===== src/rtl/fpu_issuer.sv =====
// fpu_issuer: issues one op at a time to a fixed-latency FPU and
// returns the captured result and its class over a valid/ready channel.
module fpu_issuer #(
   parameter int LAT_ADD  = 3,
   parameter int LAT_SQRT = 12,
   parameter int LAT_MUL  = 3,
   parameter int LAT_DIV  = 15
) (
   input  logic        clk,
   input  logic        rst,
   input  logic        req_valid,
   output logic        req_ready,
   input  logic [1:0]  req_op,
   input  logic [31:0] req_a,
   input  logic [31:0] req_b,
   output logic        rsp_valid,
   input  logic        rsp_ready,
   output logic [31:0] rsp_data,
   output logic [1:0]  rsp_op,
   output logic        rsp_nan,
   output logic        rsp_inf,
   output logic        rsp_zero,
   output logic        rsp_dz,
   output logic [31:0] fpu_a,
   output logic [31:0] fpu_b,
   output logic [1:0]  fpu_s,
   input  logic [31:0] fpu_o
);

   typedef enum logic [1:0] {IDLE, WAIT, DONE} state_t;

   localparam logic [7:0] L_ADD  = 8'(LAT_ADD);
   localparam logic [7:0] L_SQRT = 8'(LAT_SQRT);
   localparam logic [7:0] L_MUL  = 8'(LAT_MUL);
   localparam logic [7:0] L_DIV  = 8'(LAT_DIV);

   state_t     state, state_nx;
   logic [7:0] cnt, cnt_nx;
   logic [7:0] lat_sel;
   logic       acc, cap;
   logic [7:0] o_exp;
   logic       o_man_z;

   assign req_ready = (state == IDLE) && !rst;
   assign rsp_valid = (state == DONE);
   assign acc       = req_valid && req_ready;
   assign cap       = (state == WAIT) && (cnt == 8'd1);
   assign o_exp     = fpu_o[30:23];
   assign o_man_z   = (fpu_o[22:0] == 23'd0);

   always_comb begin
      case (req_op)
         2'b00:   lat_sel = L_ADD;
         2'b01:   lat_sel = L_SQRT;
         2'b10:   lat_sel = L_MUL;
         default: lat_sel = L_DIV;
      endcase
   end

   always_comb begin
      state_nx = state;
      cnt_nx   = cnt;
      unique case (state)
         IDLE: begin
            if (acc) begin
               state_nx = WAIT;
               cnt_nx   = lat_sel;
            end
         end
         WAIT: begin
            if (cnt == 8'd1) state_nx = DONE;
            else             cnt_nx   = cnt - 8'd1;
         end
         DONE: begin
            if (rsp_ready) state_nx = IDLE;
         end
         default: state_nx = IDLE;
      endcase
   end

   // Reset discards any in-flight op; no response is produced for it.
   always_ff @(posedge clk) begin
      if (rst) begin
         state    <= IDLE;
         cnt      <= 8'd0;
         fpu_a    <= 32'd0;
         fpu_b    <= 32'd0;
         fpu_s    <= 2'd0;
         rsp_op   <= 2'd0;
         rsp_dz   <= 1'b0;
         rsp_data <= 32'd0;
         rsp_nan  <= 1'b0;
         rsp_inf  <= 1'b0;
         rsp_zero <= 1'b0;
      end else begin
         state <= state_nx;
         cnt   <= cnt_nx;
         if (acc) begin
            fpu_a  <= req_a;
            fpu_b  <= req_b;
            fpu_s  <= req_op;
            rsp_op <= req_op;
            rsp_dz <= (req_op == 2'b11) && (req_b[30:0] == 31'd0);
         end
         if (cap) begin
            rsp_data <= fpu_o;
            rsp_nan  <= (o_exp == 8'hFF) && !o_man_z;
            rsp_inf  <= (o_exp == 8'hFF) && o_man_z;
            rsp_zero <= (o_exp == 8'h00) && o_man_z;
         end
      end
   end

endmodule

===== config.mk =====
export PLATFORM = sky130hd
export DESIGN_NAME = fpu_issuer
export DESIGN_NICKNAME = d
export VERILOG_FILES = /design/src/rtl/fpu_issuer.sv
export SDC_FILE = /design/constraint.sdc
export NUM_CORES = 1
export LEC_CHECK = 0
export ABC_AREA = 1
export BUFFER_PORTS_ARGS = -buffer_cell sky130_fd_sc_hd__clkbuf_2
export CORE_MARGIN = 8
export CORE_UTILIZATION = 32
export CTS_BUF_LIST = sky130_fd_sc_hd__clkbuf_16
export CTS_CLUSTER_DIAMETER = 80
export DETAILED_ROUTE_END_ITERATION = 10
export PLACE_DENSITY = 0.66
export SLEW_MARGIN = 15
export SYNTH_ARGS = -nofsm -noshare
export SYNTH_HDL_FRONTEND = slang
export SYNTH_SLANG_ARGS = --single-unit

===== constraint.sdc =====
create_clock -name clk -period 2.55 [get_ports clk]
set_clock_uncertainty 0.15 [all_clocks]
set_input_delay 0.255 -clock clk [delete_from_list [all_inputs] [get_ports clk]]
set_output_delay 0.255 -clock clk [all_outputs]
set_load 0.03 [all_outputs]

# Word-level counts from Yosys, hierarchy flattened
# Cells that the tools add are included.
# word_totals
inputBits,102
ff_bits,112
elab_cells,48
out_inout_bits,106
# classes
n_eq_ne,11
mux,8
reduce_logical,18
n_addsub,1
# op_table
cell,n
zero test 31 bit,1
zero test 23 bit,1
2-to-1 mux 8 bit,2
one-hot mux 8 bit (2 select lines),1
"== test 8 x 1 -> 1 bit, second input constant",1
"== test 8 bit, second input constant",1
zero test 8 bit,1
one-hot mux 4 bit (2 select lines),1
"subtractor 8 x 1 -> 8 bit, second input constant",1
logical AND 1 bit,7
"== test 2 bit, second input constant",3
2-to-1 mux 2 bit,3
one-hot mux 2 bit (3 select lines),1
AND reduction 3 bit,2
"== test 2 x 1 -> 1 bit, second input constant",2
zero test 2 bit,2
"!= test 2 x 1 -> 1 bit, second input constant",2
"!= test 2 bit, second input constant",2
zero test 1 bit,2
nonzero test 2 bit,1
OR reduction 2 bit,1

# Depth between registers and ports, before layout
# Gate-level depths: netlist of the first run.
# depth
ltp_word,5
mapped_depth,10
mapped_depth_nobuf,9

# Worst setup path after synthesis of the first run
# Ideal clock, no wire load.
# synth_path
path_type,reg2reg
startpoint,register cnt[1]
endpoint,register rsp_data[25]
arrival_ns,1.251
setup_ns,0.116
setup_slack_ns,1.033
period_less_slack_ns,1.517
path_stages_with_launch,9
required_ns,2.284
n_path_buf,1
cell_sequence,dfxtp_1 > inv_1 > ha_1 > nand3_1 > nor2_4 > nand2_4 > clkinv_2 > buf_6 > o211a_1
# synth_via
elab_chain_cells,2
# synth_lines
element,line_no,source
"start, declared",38,"logic [7:0] cnt, cnt_nx;"
"start signal, assigned",97,cnt <= cnt_nx;
== test 8 x 1 -> 1 bit,47,assign cap = (state == WAIT) && (cnt == 8'd1);
logical AND 1 bit,47,
"end signal, assigned",106,rsp_data <= fpu_o;
"end, declared",18,"output logic [31:0] rsp_data,"
# No other way between the ends.
# A chain may end at the register's enable or synchronous reset.

# Worst setup path after layout of the first run
# layout_path
startpoint,register cnt[1]
endpoint,register rsp_data[21]
# The elaborated chain is that of the path after synthesis.

==> results of run 1 <==
[tightest hold or removal path, cell delays in order]
cell,delay [ns]
clkbuf_2,0.09
inv_1,0.06
a21oi_1,0.06
[cells by family after synthesis]
kind of cell	Yosys count	share of synthesized area [%]
DFF	112	50.6
buffers and inverters	74	7.68
adders and majority gates	2	0.565
xor gates and xnor gates	1	0.198
AOI/OAI and AO/OA	131	15.1
and+or+nand+nor	279	25.9
[flip-flops by register name, indices dropped and copies added (netlist names)]
name	flops
fpu_a	32
fpu_b	32
rsp_data	32
cnt	8
fpu_s	2
state	2
rsp_dz	1
rsp_inf	1
rsp_nan	1
rsp_zero	1
[worst max path at each step]
stage            from            to  slack [ns]  depth (start not counted)
4_1_cts        cnt[1]  rsp_data[18]        0.67                          9
2_1_floorplan  cnt[1]  rsp_data[25]        1.03                          8
5_1_grt        cnt[0]   rsp_data[3]        0.49                          8
6_report       cnt[1]  rsp_data[21]        0.67                          9
3_3_place_gp   cnt[0]  rsp_data[20]        0.69                          8
3_5_place_dp   cnt[1]  rsp_data[15]        0.68                          9
[cell usage after synthesis, types with 7 or more instances]
master	instances	share of area [%]
o21ai_0	9	1.0
clkbuf_1	13	1.1
nand4_1	7	0.99
a21oi_1	89	10
nand3_1	14	1.6
buf_2	10	1.1
nand2_1	165	14
inv_1	32	2.7
buf_4	7	1.2
dfxtp_1	112	51
o21ai_1	31	3.5
nor2_1	79	6.7
[metrics by stage]
stage	hold WS, ns	cells	power [uW]	setup WS [ns]
floorplan	0.216	599	2350	1.03
global placement	0.301	957	2570	0.694
detailed placement	0.304	957	2580	0.685
CTS	0.00164	1048	3990	0.671
global route	0.0170	1051	4160	0.494
finish	0.0128	1051	3960	0.671
[layer usage]
layer,routed length (um),vias to the layer above,track usage (%)
met1,5900,2166,17.9
met4,617,0,9.30
li1,-,2444,-
met3,980,38,5.53
met5,0,-,0
met2,7390,132,28.1
[cell type report]
cell class | instances | area share, %
multi-input combinational | 413 | 28.0
tap | 180 | 3.41
inverter | 39 | 2.23
clock inverter | 6 | 0.663
timing repair buffer | 289 | 28.3
clock buffer | 9 | 3.41
antenna | 3 | 0.114
sequential | 112 | 33.9
[timing repair]
action,CTS,global route
setup endpoints to repair,0,0
setup buffers,0,0
hold buffers,76,0
hold endpoints to repair,76,0
[power by group through the flow]
stage,logic [uW],clock network (uW),registers [uW]
after floorplan,300,0,2050
after global placement,652,0,1920
final,751,1330,1880
after detailed placement,655,0,1920
after CTS,750,1360,1880
after global routing,829,1430,1890
==> metrics.txt, run 1 <==
Slew @ Worst Pin 0.663 ns; Fmax 532 MHz; CP cell instances inv_1, ha_1, nand3_1, nor2_4, nand2_4, clkinv_2, buf_12, o21ai_1, a21oi_1; clock-pin slew on the worst setup and hold paths 0.07 ns; Initial Util 32.3%; hold path endpoint rsp_data[19]; Seq cells post-synth 112; Power Internal 2780 uW; synthesized area 4430 sq um; post-route design area 6610 sq um; HPWL after DPL 10.2 mm; R2R Path Start cnt[1]; Worst EP required 2.68 ns; arrival time at the worst endpoint 2.01 ns; part of the power in registers 47.6%; final wirelength 14.9 mm; Final nets 968; vias in the first global route 4843; routability cong. 0.794; R2R depth 9; fin crit period 1.88 ns; status finished, final reports clean; clk buf depth 2; Hold Path Depth 3; clk root buf clkbuf_16; register area 2240 sq um; die width 134 um; clock power share 33.5%; Net Switching 1180 uW; placement row count 43; hold crit path type primary input to flop; Syn Nets 703; RR Endpoint rsp_data[21]; main flop type after synthesis dfxtp_1; syn_area_per_cell 7.40 sq um; Comb pwr share 19.0%; Fin. Hold Viols 0; RSZ-0062 raised after global routing no; Post-CTS Resized 0; critical path's slowest cell dfxtp_1; VDD IR-drop max 0.372 mV; CORE AREA 13700 sq um; worst path buffer plus inverter count 3; switching portion of total power 29.7%; antenna viol nets, final 0; Worst slew margin 55.8%; vias per cell 4.55; Inserted Clock Buffers 9; chip height 134 um; maxcap violations 0; DRT iter0 DRCs 215; crit-path max cell delay 0.33 ns; Worst-Skew Late Latency 0.35 ns; Async S/R FF share, synth 0%; CP delay by family, top buffers and inverters; initial antenna violation count 3; most frequent cells in the layout clkbuf_2, nand2_1, dfxtp_1; endpoints failing setup 0; HP Start fpu_o[19]; pin count of the biggest net entering global routing 68; Max Transition Viols Final 0; Layout area overhead 49.1%; post-synth cell types 28; final critical-path share of the clock period 73.7%; post-place instance area 5570 sq um; DR WL/cell 14.2 um; first-pass GRT wire length 24.0 mm; commonest non-fill, non-tap cell in the layout clkbuf_2; H-tree depth 3; total die area 17900 sq um; # clock sinks 112; count of input and output buffers 207; CP max FO 45; DR pass1 iterations 4; Crit. End Element flop; CTS tree built; fillers 1324; Multi-input gate area 1850 sq um; EDFF count, synth 0; Tot GR Track Use 16.6%; routed vias 4780; Crit Path Class flop to flop; sequential-to-total area share from yosys stat 50.6%; Syn Inst Count 599; IO Count 208; layout cells sized above 1 28.0%; pwr/cell area 599 nW/um^2; drc violations 0; CP startpoint kind flop; post-route setup TNS 0 ns; Reg2Reg Setup Slack 0.67 ns; Final Util 48.2%; Synth warnings 0; Leakage Power 0.00307 uW; total grt overflow 0
Note: power is estimated with default switching activity, not from simulation.
==> run 2, diff against run 1 <==
clock period = 1.8 ns   (was 2.55 ns; I/O delays follow)
==> metrics.txt, run 2 (synthesized netlist as in run 1, its figures left out) <==
final critical-path share of the clock period 93.9%; placement row count 43; Fmax 592 MHz; DR WL/cell 14.3 um; layout cells sized above 1 28.0%; die width 134 um; fin crit period 1.69 ns; CP startpoint kind flop; Slew @ Worst Pin 0.540 ns; count of input and output buffers 207; clock-pin slew on the worst setup and hold paths 0.07 ns; vias in the first global route 4845; clk buf depth 2; final wirelength 15.4 mm; Top Registers fpu_a: 32 flops, fpu_b: 32 flops, rsp_data: 32 flops; DRT iter0 DRCs 223; CP max FO 40; VDD IR-drop max 0.631 mV; Crit Path Class flop to flop; Worst EP required 1.93 ns; Final nets 997; routability cong. 0.775; commonest non-fill, non-tap cell in the layout clkbuf_2; total die area 17900 sq um; Layout area overhead 57.3%; Max Transition Viols Final 0; Worst-Skew Late Latency 0.35 ns; arrival time at the worst endpoint 1.82 ns; endpoints failing setup 0; Initial Util 32.3%; chip height 134 um; post-route setup TNS 0 ns; Crit. End Element flop; Final Util 50.8%; Worst slew margin 64.0%; H-tree depth 3; pwr/cell area 861 nW/um^2; total grt overflow 0; Tot GR Track Use 16.8%; CORE AREA 13700 sq um; Fin. Hold Viols 0; pin count of the biggest net entering global routing 62; clk root buf clkbuf_16; hold crit path type primary input to flop; drc violations 0; first-pass GRT wire length 24.4 mm; status finished, final reports clean; routed vias 4862; # clock sinks 112; initial antenna violation count 1; most frequent cells in the layout clkbuf_2, nand2_1, dfxtp_1; Inserted Clock Buffers 9; IO Count 208; vias per cell 4.51; Leakage Power 0.00324 uW; CTS tree built; maxcap violations 0; antenna viol nets, final 0; DR pass1 iterations 5; HPWL after DPL 10.4 mm; fillers 1317; RSZ-0062 raised after global routing yes
==> run 2: final timing paths <==
check	start	end	slack, ns	cells past startpoint
worst min register to register	fpu_b[18]	fpu_b[18]	0.31	2
worst max register to register	state[0]	fpu_a[13]	0.11	8
worst min-delay path	req_valid	fpu_s[0]	0.06	4
worst max-delay path	state[0]	fpu_a[13]	0.11	8
==> run 2: where the power goes <==
| part | internal (uW) | leakage, uW | switching (uW) | total (uW) |
|---|---|---|---|---|
| registers | 2590 | 0.000911 | 72.5 | 2660 |
| logic | 461 | 0.00216 | 677 | 1140 |
| clock network | 1240 | 0.000160 | 955 | 2190 |
| total | 4290 | 0.00324 | 1700 | 6000 |
==> run 2: layout make-up <==
type	count	area (sq um)	share of cell area, %
Antenna cell	1	2.50	0.0359
Inverter	39	148	2.12
Clock inverter	7	101	1.45
Sequential cell	112	2240	32.2
Multi-Input combinational cell	413	1850	26.5
Tap cell	180	225	3.23
Timing Repair Buffer	318	2180	31.2
Clock buffer	9	225	3.23
==> run 2: timing repair <==
item / in CTS / in global routing
endpoints found under the setup margin: 0 / 24
setup buffers: 0 / 0
hold buffers: 98 / 0
gates resized for setup: 0 / 0
hold endpoints to repair: 99 / 0
==> run 2: worst max-delay path: stages (launching register included) <==
cell	delay [ns]
dfxtp_1	0.32
inv_2	0.07
nand2_1	0.11
nor2_4	0.14
nand2_4	0.11
inv_2	0.23
buf_12	0.24
nand2_1	0.08
a21oi_1	0.14
==> run 2: stage by stage <==
step	setup slack (ns)	area [sq um]	cells	hold slack, ns	total power, uW
5_1_grt	-0.0299	6970	1079	0.0691	6260
6_report	0.110	6970	1079	0.0619	6000
4_1_cts	0.0723	6970	1078	0.0478	6060
3_3_place_gp	0.116	5660	964	0.263	3680
3_5_place_dp	0.0852	5660	964	0.266	3680
2_1_floorplan	0.283	4430	599	0.141	3330
==> run 2: layer usage <==
metal	global-route usage [%]	share of wire (%)
met1	17.5	38
met3	6.81	8.0
met4	7.92	3.7
met5	0	0
met2	29.0	51
